<file path="src/rtl/nibble_serial_adder.sv">
// nibble_serial_adder: WIDTH-bit adder that reuses one 4-bit nibble adder
// over WIDTH/4 cycles (LSB nibble first). The result is delivered through a
// valid/ready handshake.
module nibble_serial_adder #(
  parameter int WIDTH = 16
) (
  input  logic             clk,
  input  logic             rst,
  input  logic             start,
  input  logic [WIDTH-1:0] a,
  input  logic [WIDTH-1:0] b,
  input  logic             cin,
  output logic             ready,
  output logic             valid,
  input  logic             out_ready,
  output logic [WIDTH-1:0] sum,
  output logic             cout,
  output logic             ovf
);

  localparam int N    = WIDTH / 4;
  localparam int IDXW = (N > 1) ? $clog2(N) : 1;
  localparam logic [IDXW-1:0] IDX_LAST = IDXW'(N - 1);

  typedef enum logic [1:0] {
    IDLE = 2'd0,
    RUN  = 2'd1,
    DONE = 2'd2
  } state_t;

  state_t            state;
  logic [WIDTH-1:0]  a_q;
  logic [WIDTH-1:0]  b_q;
  logic              carry_q;
  logic [IDXW-1:0]   idx;

  logic [3:0]        a_nib;
  logic [3:0]        b_nib;
  logic [4:0]        nib_sum;

  // Shared nibble adder: picks the current nibble pair and adds the carry.
  assign a_nib   = a_q[{idx, 2'b00} +: 4];
  assign b_nib   = b_q[{idx, 2'b00} +: 4];
  assign nib_sum = {1'b0, a_nib} + {1'b0, b_nib} + {4'b0000, carry_q};

  // Sequencer: accepts a request, steps through the nibbles, holds the result.
  always_ff @(posedge clk) begin
    // NOTE: reset is synchronous, so it lives inside the clocked block and
    // every state register, including the operand latches, is cleared here.
    if (rst) begin
      state   <= IDLE;
      ready   <= 1'b1;
      valid   <= 1'b0;
      a_q     <= '0;
      b_q     <= '0;
      carry_q <= 1'b0;
      idx     <= '0;
      sum     <= '0;
      cout    <= 1'b0;
      ovf     <= 1'b0;
    end else begin
      // NOTE: non-blocking assignments: every read below sees the value from
      // before this edge, so nib_sum and idx stay consistent within a cycle.
      unique case (state)
        IDLE: begin
          if (start) begin
            a_q     <= a;
            b_q     <= b;
            carry_q <= cin;
            idx     <= '0;
            ready   <= 1'b0;
            state   <= RUN;
          end
        end

        RUN: begin
          sum[{idx, 2'b00} +: 4] <= nib_sum[3:0];
          carry_q                <= nib_sum[4];
          if (idx == IDX_LAST) begin
            cout  <= nib_sum[4];
            // Overflow: operands share a sign and the new MSB differs from it.
            ovf   <= (a_q[WIDTH-1] == b_q[WIDTH-1]) &&
                     (nib_sum[3] != a_q[WIDTH-1]);
            valid <= 1'b1;
            state <= DONE;
          end else begin
            idx <= idx + 1'b1;
          end
        end

        DONE: begin
          if (out_ready) begin
            valid <= 1'b0;
            ready <= 1'b1;
            state <= IDLE;
          end
        end

        default: begin
          state <= IDLE;
          ready <= 1'b1;
          valid <= 1'b0;
        end
      endcase
    end
  end

endmodule
</file>
<file path="config.mk">
export PLATFORM = sky130hd
export DESIGN_NAME = nibble_serial_adder
export DESIGN_NICKNAME = d
export VERILOG_FILES = /design/src/rtl/nibble_serial_adder.sv
export SDC_FILE = /design/constraint.sdc
export NUM_CORES = 1
export LEC_CHECK = 0
export ABC_CLOCK_PERIOD_IN_PS = 4320
export CORE_UTILIZATION = 40
export DETAILED_ROUTE_END_ITERATION = 10
export PLACE_DENSITY = 0.66
export SLEW_MARGIN = 25
export SYNTH_ARGS = -nofsm -noshare
export SYNTH_HDL_FRONTEND = slang
export SYNTH_SLANG_ARGS = --single-unit
</file>
<file path="constraint.sdc">
create_clock -name clk -period 4.32 [get_ports clk]
set_clock_uncertainty 0.05 [all_clocks]
set_input_delay 0.648 -clock clk [delete_from_list [all_inputs] [get_ports clk]]
set_output_delay 0.648 -clock clk [all_outputs]
set_load 0.1 [all_outputs]
</file>
==> results_dict.tcl, run 1 <==
set metrics [dict create \
    fmax_ghz 0.3191 \
    clkTransAtPathRegs_ns 0.07 \
    die_h_um 81.63 \
    hold_buffers 0 \
    drt-pass1-iter-count 7 \
    period_needed_ns 3.134 \
    htreeDepth 3 \
    cts_tree "built" \
    nNetsFinal 387 \
    synth_edf_count 0 \
    ir_worst_vdd_mv 0.2400 \
    post-route-period-util 0.7254 \
    leakage_nw 1.226 \
    async_flop_share 0 \
    final_util 0.5498 \
    initial_core_util 0.4209 \
    grt_usage 0.1856 \
    fp.dieW_um 81.63 \
    final-max-slew-violation-count 0 \
    cts_buffer_depth 2 \
    avgRoutedWirePerCell_um 13.29 \
    cts_buffers 9 \
    hold_viol 0 \
    drc 0 \
    cp.required_ns 4.51 \
    synth_area_sq_um 2536 \
    drt_iter0_drc 113 \
    synth_cells 289 \
    io_pins 57 \
    worstMarginPinSlew_ns 1.009 \
    cts_resized 0 \
    syn_area_per_cell_sq_um 8.776 \
    grt_pass1_vias 2032 \
    place_congestion 0.7836 \
    clk_latency_ns 0.34 \
    gr-total-overflow 0 \
    synth-main-ff-cell "dfxtp_1" \
    fp.coreArea_sq_um 6026 \
    setup.worst_path.class "reg -> reg" \
    n_antenna_cell 0 \
    cellPowerDensity_nw_per_um2 372.4 \
    arrival_ns 3.32 \
    grt_max_degree 58 \
    die-area_sq_um 6663 \
    endpoint_kind "flop" \
    syn2layout_area_growth_pct 30.64 \
    finalSetupViolCount 0 \
    vias_per_cell 5.072 \
    totalWireLength_um 5570 \
    start_kind "flop" \
    fin_ws_ns 1.186 \
    ys_ff_latch 57 \
    grt_pass1_wl_um 9232 \
    tns_ns 0 \
    cts_sinks 57 \
    min_path_type "reg -> reg" \
    crit_fanout 17 \
    drv_cap 0 \
    portBuffers 56 \
    post_cts_buffers 0 \
    synth.yosys.seq_area_share 0.4499 \
    num_vias 2125 \
    antenna_found_initial 0 \
    slew_headroom 0.3274 \
    antenna_left 0 \
    row_count 28 \
    syn_nets 337 \
    dp_hpwl_um 3884 \
    outcome "finished, final reports clean" \
    yosysWarnings 0 \
    ys_types 41 \
    drive_gt1_frac 0.09302 \
    nFillCells 587 \
    rsz0062_at_grt "no" \
    cts-root-buf "clkbuf_8" \
    dp_slack_ns 1.181 \
]
==> cells in the final DEF (no fill, tap or decap), types with 2 or more instances in the layout <==
| master | instances |
|---|---|
| nand2_1 | 78 |
| dfxtp_1 | 57 |
| clkdlybuf4s50_1 | 55 |
| a21oi_1 | 42 |
| nor2_1 | 21 |
| clkbuf_8 | 10 |
| a22oi_1 | 9 |
| ha_1 | 9 |
| mux4_2 | 8 |
| inv_1 | 6 |
| a2bb2oi_1 | 4 |
| or3_1 | 4 |
| clkinv_2 | 4 |
| nand3_1 | 2 |
| and3_1 | 2 |
| and3b_1 | 2 |
| and2_1 | 2 |
| a211oi_1 | 2 |
| fa_1 | 2 |
==> where the power goes <==
group	switching [mW]	total (mW)	internal, mW	leakage (nW)
Sequential	0.0210	0.569	0.548	0.465
Combinational	0.0935	0.175	0.0820	0.659
Clock	0.212	0.489	0.277	0.102
Total	0.326	1.23	0.908	1.23
==> critical path, cell delays in order (launching register included) <==
cell	delay, ns
dfxtp_1	0.84
mux4_2	0.62
fa_1	0.42
nand3_1	0.10
a21boi_0	0.19
or4_1	0.52
a311oi_1	0.28
==> sequential cells by signal, summed over array words and instances (netlist names), 2 cells and up <==
signal / cells
b_q: 16
sum: 16
state: 2
a_q: 16
idx: 2
==> path summary, 6_finish.rpt <==
path / start / endpoint / slack [ns] / depth (start not counted)
worst max-delay path: idx[0] / ovf / 1.19 / 6
worst min register to register: a_q[10] / a_q[10] / 0.41 / 2
worst max register to register: idx[0] / ovf / 1.19 / 6
worst min-delay path: a_q[10] / a_q[10] / 0.41 / 2
==> routing by layer <==
layer	wire (um)	part of all wire	global-route usage	vias up
met5	0	0	0	-
met4	64	0.011	0.06316	0
met3	279	0.050	0.05778	8
met2	2645	0.47	0.3108	51
met1	2581	0.46	0.2248	974
li1	-	-	-	1092
==> cell families after synthesis <==
| family | share of synthesized area |
|---|---|
| flip-flops | 0.4499 |
| adder cells (fa/ha/maj) | 0.06019 |
| buffers and inverters | 0.04095 |
| AO/OA/AOI/OAI | 0.1515 |
| XOR/XNOR | 0.003454 |
| AND/OR/NAND/NOR | 0.2230 |
| multiplexers | 0.07104 |
==> cell usage after synthesis (all sizes together) (2+ instances only) <==
cell type	instances	area, sq um
and2	2	12.51
or4	2	18.77
nand2b	2	20.02
nand3	2	10.01
nor3b	2	20.02
inv	6	22.52
a211oi	2	15.01
nor2	21	78.83
nand2	78	292.8
mux4	8	180.2
fa	2	40.04
clkbuf	14	52.55
dfxtp	57	1141
buf	4	28.78
or3	4	25.02
and3	2	12.51
ha	9	112.6
and3b	2	17.52
a21oi	43	219.0
a2bb2oi	4	35.03
a22oi	9	67.56
==> stage by stage <==
stage               instances  hold slack (ns)  area (sq um)  power (mW)
floorplan                 289           0.3831          2536      0.6918
global placement          403           0.3899          3118      0.7540
detailed placement        403           0.3997          3118      0.7566
CTS                       419           0.4085          3313       1.245
global route              419           0.4306          3313       1.291
finish                    419           0.4063          3313       1.234
==> final cells by class <==
type | instances | area (sq um) | area share
clock buffer | 10 | 137.6 | 0.04154
sequential | 57 | 1141 | 0.3444
multi-input combinational | 208 | 1297 | 0.3916
inverter | 6 | 22.52 | 0.006798
tap | 75 | 93.84 | 0.02832
clock inverter | 6 | 57.56 | 0.01737
timing repair buffer | 57 | 563.0 | 0.1699
No activity file was read; power rests on OpenSTA's default activity.
==> run 2: changes to the inputs <==
--- a/config.mk
+++ b/config.mk
@@ -5,7 +5,7 @@
 export SDC_FILE = /design/constraint.sdc
 export NUM_CORES = 1
 export LEC_CHECK = 0
-export ABC_CLOCK_PERIOD_IN_PS = 4320
+export ABC_CLOCK_PERIOD_IN_PS = 2900
 export CORE_UTILIZATION = 40
 export DETAILED_ROUTE_END_ITERATION = 10
 export PLACE_DENSITY = 0.66
==> constraint.sdc (replaced) <==
create_clock -name clk -period 2.9 [get_ports clk]
set_clock_uncertainty 0.05 [all_clocks]
set_input_delay 0.435 -clock clk [delete_from_list [all_inputs] [get_ports clk]]
set_output_delay 0.435 -clock clk [all_outputs]
set_load 0.1 [all_outputs]
==> run 2 against run 1 <==
  * Critical path type unchanged
  * Sequential power rose by 49%
  * Maximum frequency rose by 20%
  * Utilization decreased by 0.31 points
  * Clock power rose by 42%
  * Clock-buffer cell count increased by 4
  * Global-route usage increased by 0.61 points
==> results_dict.tcl, run 2 (synthesized netlist as in run 1, its figures left out) <==
set metrics [dict create \
    outcome "finished, final reports clean" \
    period_needed_ns 2.607 \
    final_common_cell "nand2_1" \
    avgRoutedWirePerCell_um 13.51 \
    row_count 28 \
    multi_input_area_sq_um 1297 \
    grt_pass1_wl_um 9418 \
    tns_ns 0 \
    drc 0 \
    cellPowerDensity_nw_per_um2 549.5 \
    io_pins 57 \
    htreeDepth 3 \
    regArea_sq_um 1142 \
    clkTransAtPathRegs_ns 0.06 \
    post_cts_buffers 0 \
    seqPwrFrac 0.467 \
    p_sw_frac 0.2575 \
    drv_cap 0 \
    cts_buffers 9 \
    min_path_type "reg -> reg" \
    nFillCells 587 \
    n_antenna_cell 0 \
    cp.required_ns 3.09 \
    fin_area_sq_um 3294 \
    drt_iter0_drc 97 \
    cts_sinks 57 \
    switchingPower_mw 0.4662 \
    setup.worst_path.class "reg -> reg" \
    hold_buffers 0 \
    antenna_found_initial 0 \
    num_vias 2163 \
    worstMarginPinSlew_ns 0.6773 \
    nNetsFinal 391 \
    initial_core_util 0.4209 \
    vias_per_cell 5.113 \
    clk_latency_ns 0.33 \
    grt_pass1_vias 2053 \
    leakage_nw 1.288 \
    grt_max_degree 58 \
    start_kind "flop" \
    fp.coreArea_sq_um 6026 \
    post-route-period-util 0.8988 \
    endpoint_kind "flop" \
    total_power_mw 1.810 \
    totalWireLength_um 5716 \
    cts_tree "built" \
    arrival_ns 2.79 \
    portBuffers 56 \
    clkPwrFrac 0.383 \
    die_h_um 81.63 \
    ir_worst_vdd_mv 0.3080 \
    crit_fanout 9 \
    post_dp_cell_area_sq_um 3098 \
    comb_power_share 0.150 \
    final-max-slew-violation-count 0 \
    cts-root-buf "clkbuf_8" \
    reg_top3 "a_q x16, b_q x16, sum x16" \
    syn2layout_area_growth_pct 29.90 \
    die-area_sq_um 6663 \
    drive_gt1_frac 0.1609 \
    rsz0062_at_grt "no" \
    layout_common_cells "78 x nand2_1, 56 x dfxtp_1, 42 x a21oi_1" \
    fmax_ghz 0.3836 \
    finalSetupViolCount 0 \
    grt_usage 0.1917 \
    gr-total-overflow 0 \
    fp.dieW_um 81.63 \
    hold_viol 0 \
    place_congestion 0.8154 \
    internal_power_mw 1.344 \
    slew_headroom 0.5485 \
    dp_hpwl_um 4066 \
    cts_buffer_depth 2 \
    cts_resized 0 \
    antenna_left 0 \
    drt-pass1-iter-count 4 \
]
-- run 2: cell count changes in the layout (fill, tap and decap cells not counted) --
cell | previous run | this run
clkdlybuf4s50_1 | 55 | 35
clkbuf_8 | 10 | 13
buf_2 | 1 | 0
clkbuf_1 | 0 | 1
bufinv_16 | 1 | 0
clkinv_2 | 4 | 2
buf_4 | 1 | 26
clkinvlp_4 | 1 | 0
dfxtp_2 | 0 | 1
dfxtp_1 | 57 | 56
-- run 2: stage by stage --
step	cells	setup WS [ns]	hold WS (ns)	util
CTS	423	0.04966	0.4062	0.5461
global route	423	0.1003	0.4294	0.5467
finish	423	0.2933	0.4030	0.5467
global placement	407	0.1948	0.3924	0.5141
detailed placement	407	0.08654	0.3972	0.5141
floorplan	289	0.1318	0.3831	-
-- run 2: routing by layer --
layer | GRT usage | wire length, um
met5 | 0 | 0
met3 | 0.06778 | 278
met4 | 0.08070 | 138
met2 | 0.3183 | 2647
met1 | 0.2234 | 2651
-- run 2: path summary, 6_finish.rpt --
check | start | endpoint | slack [ns] | cells past startpoint
worst max-delay path | idx[0] | ovf | 0.29 | 6
worst min-delay path | a_q[10] | a_q[10] | 0.40 | 2
worst max register to register | idx[0] | ovf | 0.29 | 6
worst min register to register | a_q[10] | a_q[10] | 0.40 | 2
-- run 2: worst max-delay path, stage by stage, from the launching register on --
cell and delay, ns:
dfxtp_2 0.51, mux4_2 0.54, ha_1 0.37, a21oi_1 0.17, a21boi_0 0.12, or4_1 0.47, a311oi_1 0.27
-- run 2: power groups by stage --
| stage | Combinational, mW | Clock (mW) | Sequential (mW) |
|---|---|---|---|
| 4_1_cts | 0.275 | 0.714 | 0.846 |
| 5_1_grt | 0.302 | 0.747 | 0.851 |
| 3_3_place_gp | 0.270 | 0 | 0.862 |
| 2_1_floorplan | 0.151 | 0 | 0.879 |
| 6_report | 0.272 | 0.693 | 0.845 |
| 3_5_place_dp | 0.274 | 0 | 0.863 |
-- run 2: area by class of cell --
class / instances / share of cell area
multi-input combinational: 208 / 0.3938
tap: 75 / 0.02848
timing repair buffer: 61 / 0.1656
inverter: 6 / 0.006836
clock inverter: 2 / 0.003038
sequential: 57 / 0.3468
clock buffer: 14 / 0.05545
==> run 3: changes to the inputs <==
--- a/config.mk
+++ b/config.mk
@@ -6,6 +6,7 @@
 export NUM_CORES = 1
 export LEC_CHECK = 0
 export ABC_CLOCK_PERIOD_IN_PS = 2900
+export CORE_ASPECT_RATIO = 2
 export CORE_UTILIZATION = 40
 export DETAILED_ROUTE_END_ITERATION = 10
 export PLACE_DENSITY = 0.66
==> run 3 against run 2 <==
  * Clock power increased by 75%
  * Wire length increased by 4.4%
  * Cell area increased by 5.1%
  * Sequential share of layout area decreased by 1.7 points
  * Utilization increased by 2.5 points
  * Final cell count increased by 2.4%
  * Register-to-register slack improved by 0.02 ns
  * Clock-buffer cell count decreased by 3
  * Power increased by 29%
  * Non-clock buffer count increased by 1
  * Die area increased by 0.30%
==> results_dict.tcl, run 3 (synthesized netlist as in run 1, its figures left out) <==
set metrics [dict create \
    drc 0 \
    dp_hpwl_um 4498 \
    dp_cells 417 \
    fp.coreArea_sq_um 6056 \
    min_path_type "reg -> reg" \
    grt_pass1_wl_um 10170 \
    final-max-slew-violation-count 0 \
    nNetsFinal 392 \
    cts_buffers 9 \
    n_antenna_cell 0 \
    slew_headroom 0.4361 \
    hold_buffers 0 \
    portBuffers 56 \
    antenna_left 0 \
    syn2layout_area_growth_pct 36.56 \
    crit_slowest_cell "mux4_2" \
    final_common_cell "nand2_1" \
    cts_sinks 57 \
    grt_max_degree 47 \
    avgRoutedWirePerCell_um 13.78 \
    die-area_sq_um 6682 \
    fmax_ghz 0.3863 \
    cts_tree "built" \
    grt_pass1_vias 2275 \
    grt_usage 0.2065 \
    cts-root-buf "clkbuf_16" \
    rsz0062_at_grt "no" \
    hold_depth 2 \
    min_from "a_q[8]" \
    ir_worst_vdd_mv 0.3389 \
    crit_fanout 9 \
    layout_common_cells "78 x nand2_1, 56 x dfxtp_1, 42 x a21oi_1" \
    leakage_nw 1.355 \
    clkTransAtPathRegs_ns 0.05 \
    initial_core_util 0.4188 \
    cts_resized 0 \
    place_congestion 0.8730 \
    ff2ff_path_depth 6 \
    worstMarginPinSlew_ns 0.8459 \
    tns_ns 0 \
    r2r_start "idx[0]" \
    arrival_ns 2.77 \
    post_cts_buffers 0 \
    setup.worst_path.class "reg -> reg" \
    max_stage_delay_ns 0.54 \
    cellPowerDensity_nw_per_um2 672.6 \
    cp.required_ns 3.08 \
    critical_path.reg2reg.endpoint "ovf" \
    io_pins 57 \
    gr-total-overflow 0 \
    whs_ns 0.4046 \
    path_delay_family "compound AO/OA/AOI/OAI gates" \
    drv_cap 0 \
    endpoint_kind "flop" \
    hold_viol 0 \
    drive_gt1_frac 0.1633 \
    vias_per_cell 5.044 \
    start_kind "flop" \
    min_to "a_q[8]" \
    finalSetupViolCount 0 \
    fp.dieW_um 58.31 \
    num_vias 2184 \
    die_h_um 114.6 \
    post-route-period-util 0.8926 \
    row_count 40 \
    clk_latency_ns 0.33 \
    crit_buf_inv 0 \
    totalWireLength_um 5967 \
    cts_buffer_depth 2 \
    drt_iter0_drc 62 \
    antenna_found_initial 0 \
    drt-pass1-iter-count 6 \
    outcome "finished, final reports clean" \
    htreeDepth 3 \
    fin_cells 433 \
    reg_top3 "a_q x16, b_q x16, sum x16" \
    path_cells "mux4_2 -> ha_1 -> a21oi_1 -> a21boi_0 -> or4_1 -> a311oi_1" \
    rrSetupSlack_ns 0.31 \
    period_needed_ns 2.589 \
]
run 3: cell types whose count changed in the layout (fill, tap and decap cells not counted):
cell / change
buf_2: +1
bufinv_16: +3
clkbuf_8: -12
clkbuf_16: +9
clkinvlp_4: +1
clkinv_2: -1
run 3: metal layers:
| layer | part of all wire | global-route usage | vias up |
|---|---|---|---|
| li1 | - | - | 1102 |
| met1 | 0.35 | 0.1986 | 1010 |
| met2 | 0.57 | 0.3747 | 51 |
| met3 | 0.032 | 0.04859 | 21 |
| met4 | 0.043 | 0.1365 | 0 |
| met5 | 0 | 0 | - |
run 3: worst max path at each step:
stage	from	end	cells past startpoint
finish	idx[0]	ovf	6
global route	idx[0]	ovf	6
CTS	idx[0]	ovf	6
detailed placement	idx[0]	ovf	6
global placement	idx[0]	ovf	6
floorplan	idx[0]	ovf	7
run 3: report_power, final:
| part | leakage [nW] | switching, mW | total (mW) | internal (mW) |
|---|---|---|---|---|
| Combinational | 0.724 | 0.145 | 0.270 | 0.125 |
| Sequential | 0.466 | 0.0288 | 0.847 | 0.818 |
| Clock | 0.166 | 0.353 | 1.21 | 0.859 |
| Total | 1.36 | 0.526 | 2.33 | 1.80 |
run 3: area by class of cell:
cell class / count / area [sq um]
clock buffers: 11 / 242.7
clock inverters: 5 / 102.6
fillers: 559 / 2592
inverters: 6 / 22.52
multi-input cells: 208 / 1297
flip-flops and latches: 57 / 1142
well taps: 84 / 105.1
repair buffers: 62 / 550.5
run 3: worst min-delay path: stages (launching register included):
cell     delay (ns)
dfxtp_1        0.30
nand2_1        0.05
a21oi_1        0.05
run 3: through the flow:
step	util	total power, mW	area [sq um]	worst slack (ns)
6_report	0.5719	2.329	3463	0.3115
5_1_grt	0.5719	2.413	3463	0.07340
4_1_cts	0.5717	2.349	3462	0.1173
3_5_place_dp	0.5147	1.136	3117	0.1306
3_3_place_gp	0.5147	1.131	3117	0.2093
2_1_floorplan	-	1.031	2536	0.1318
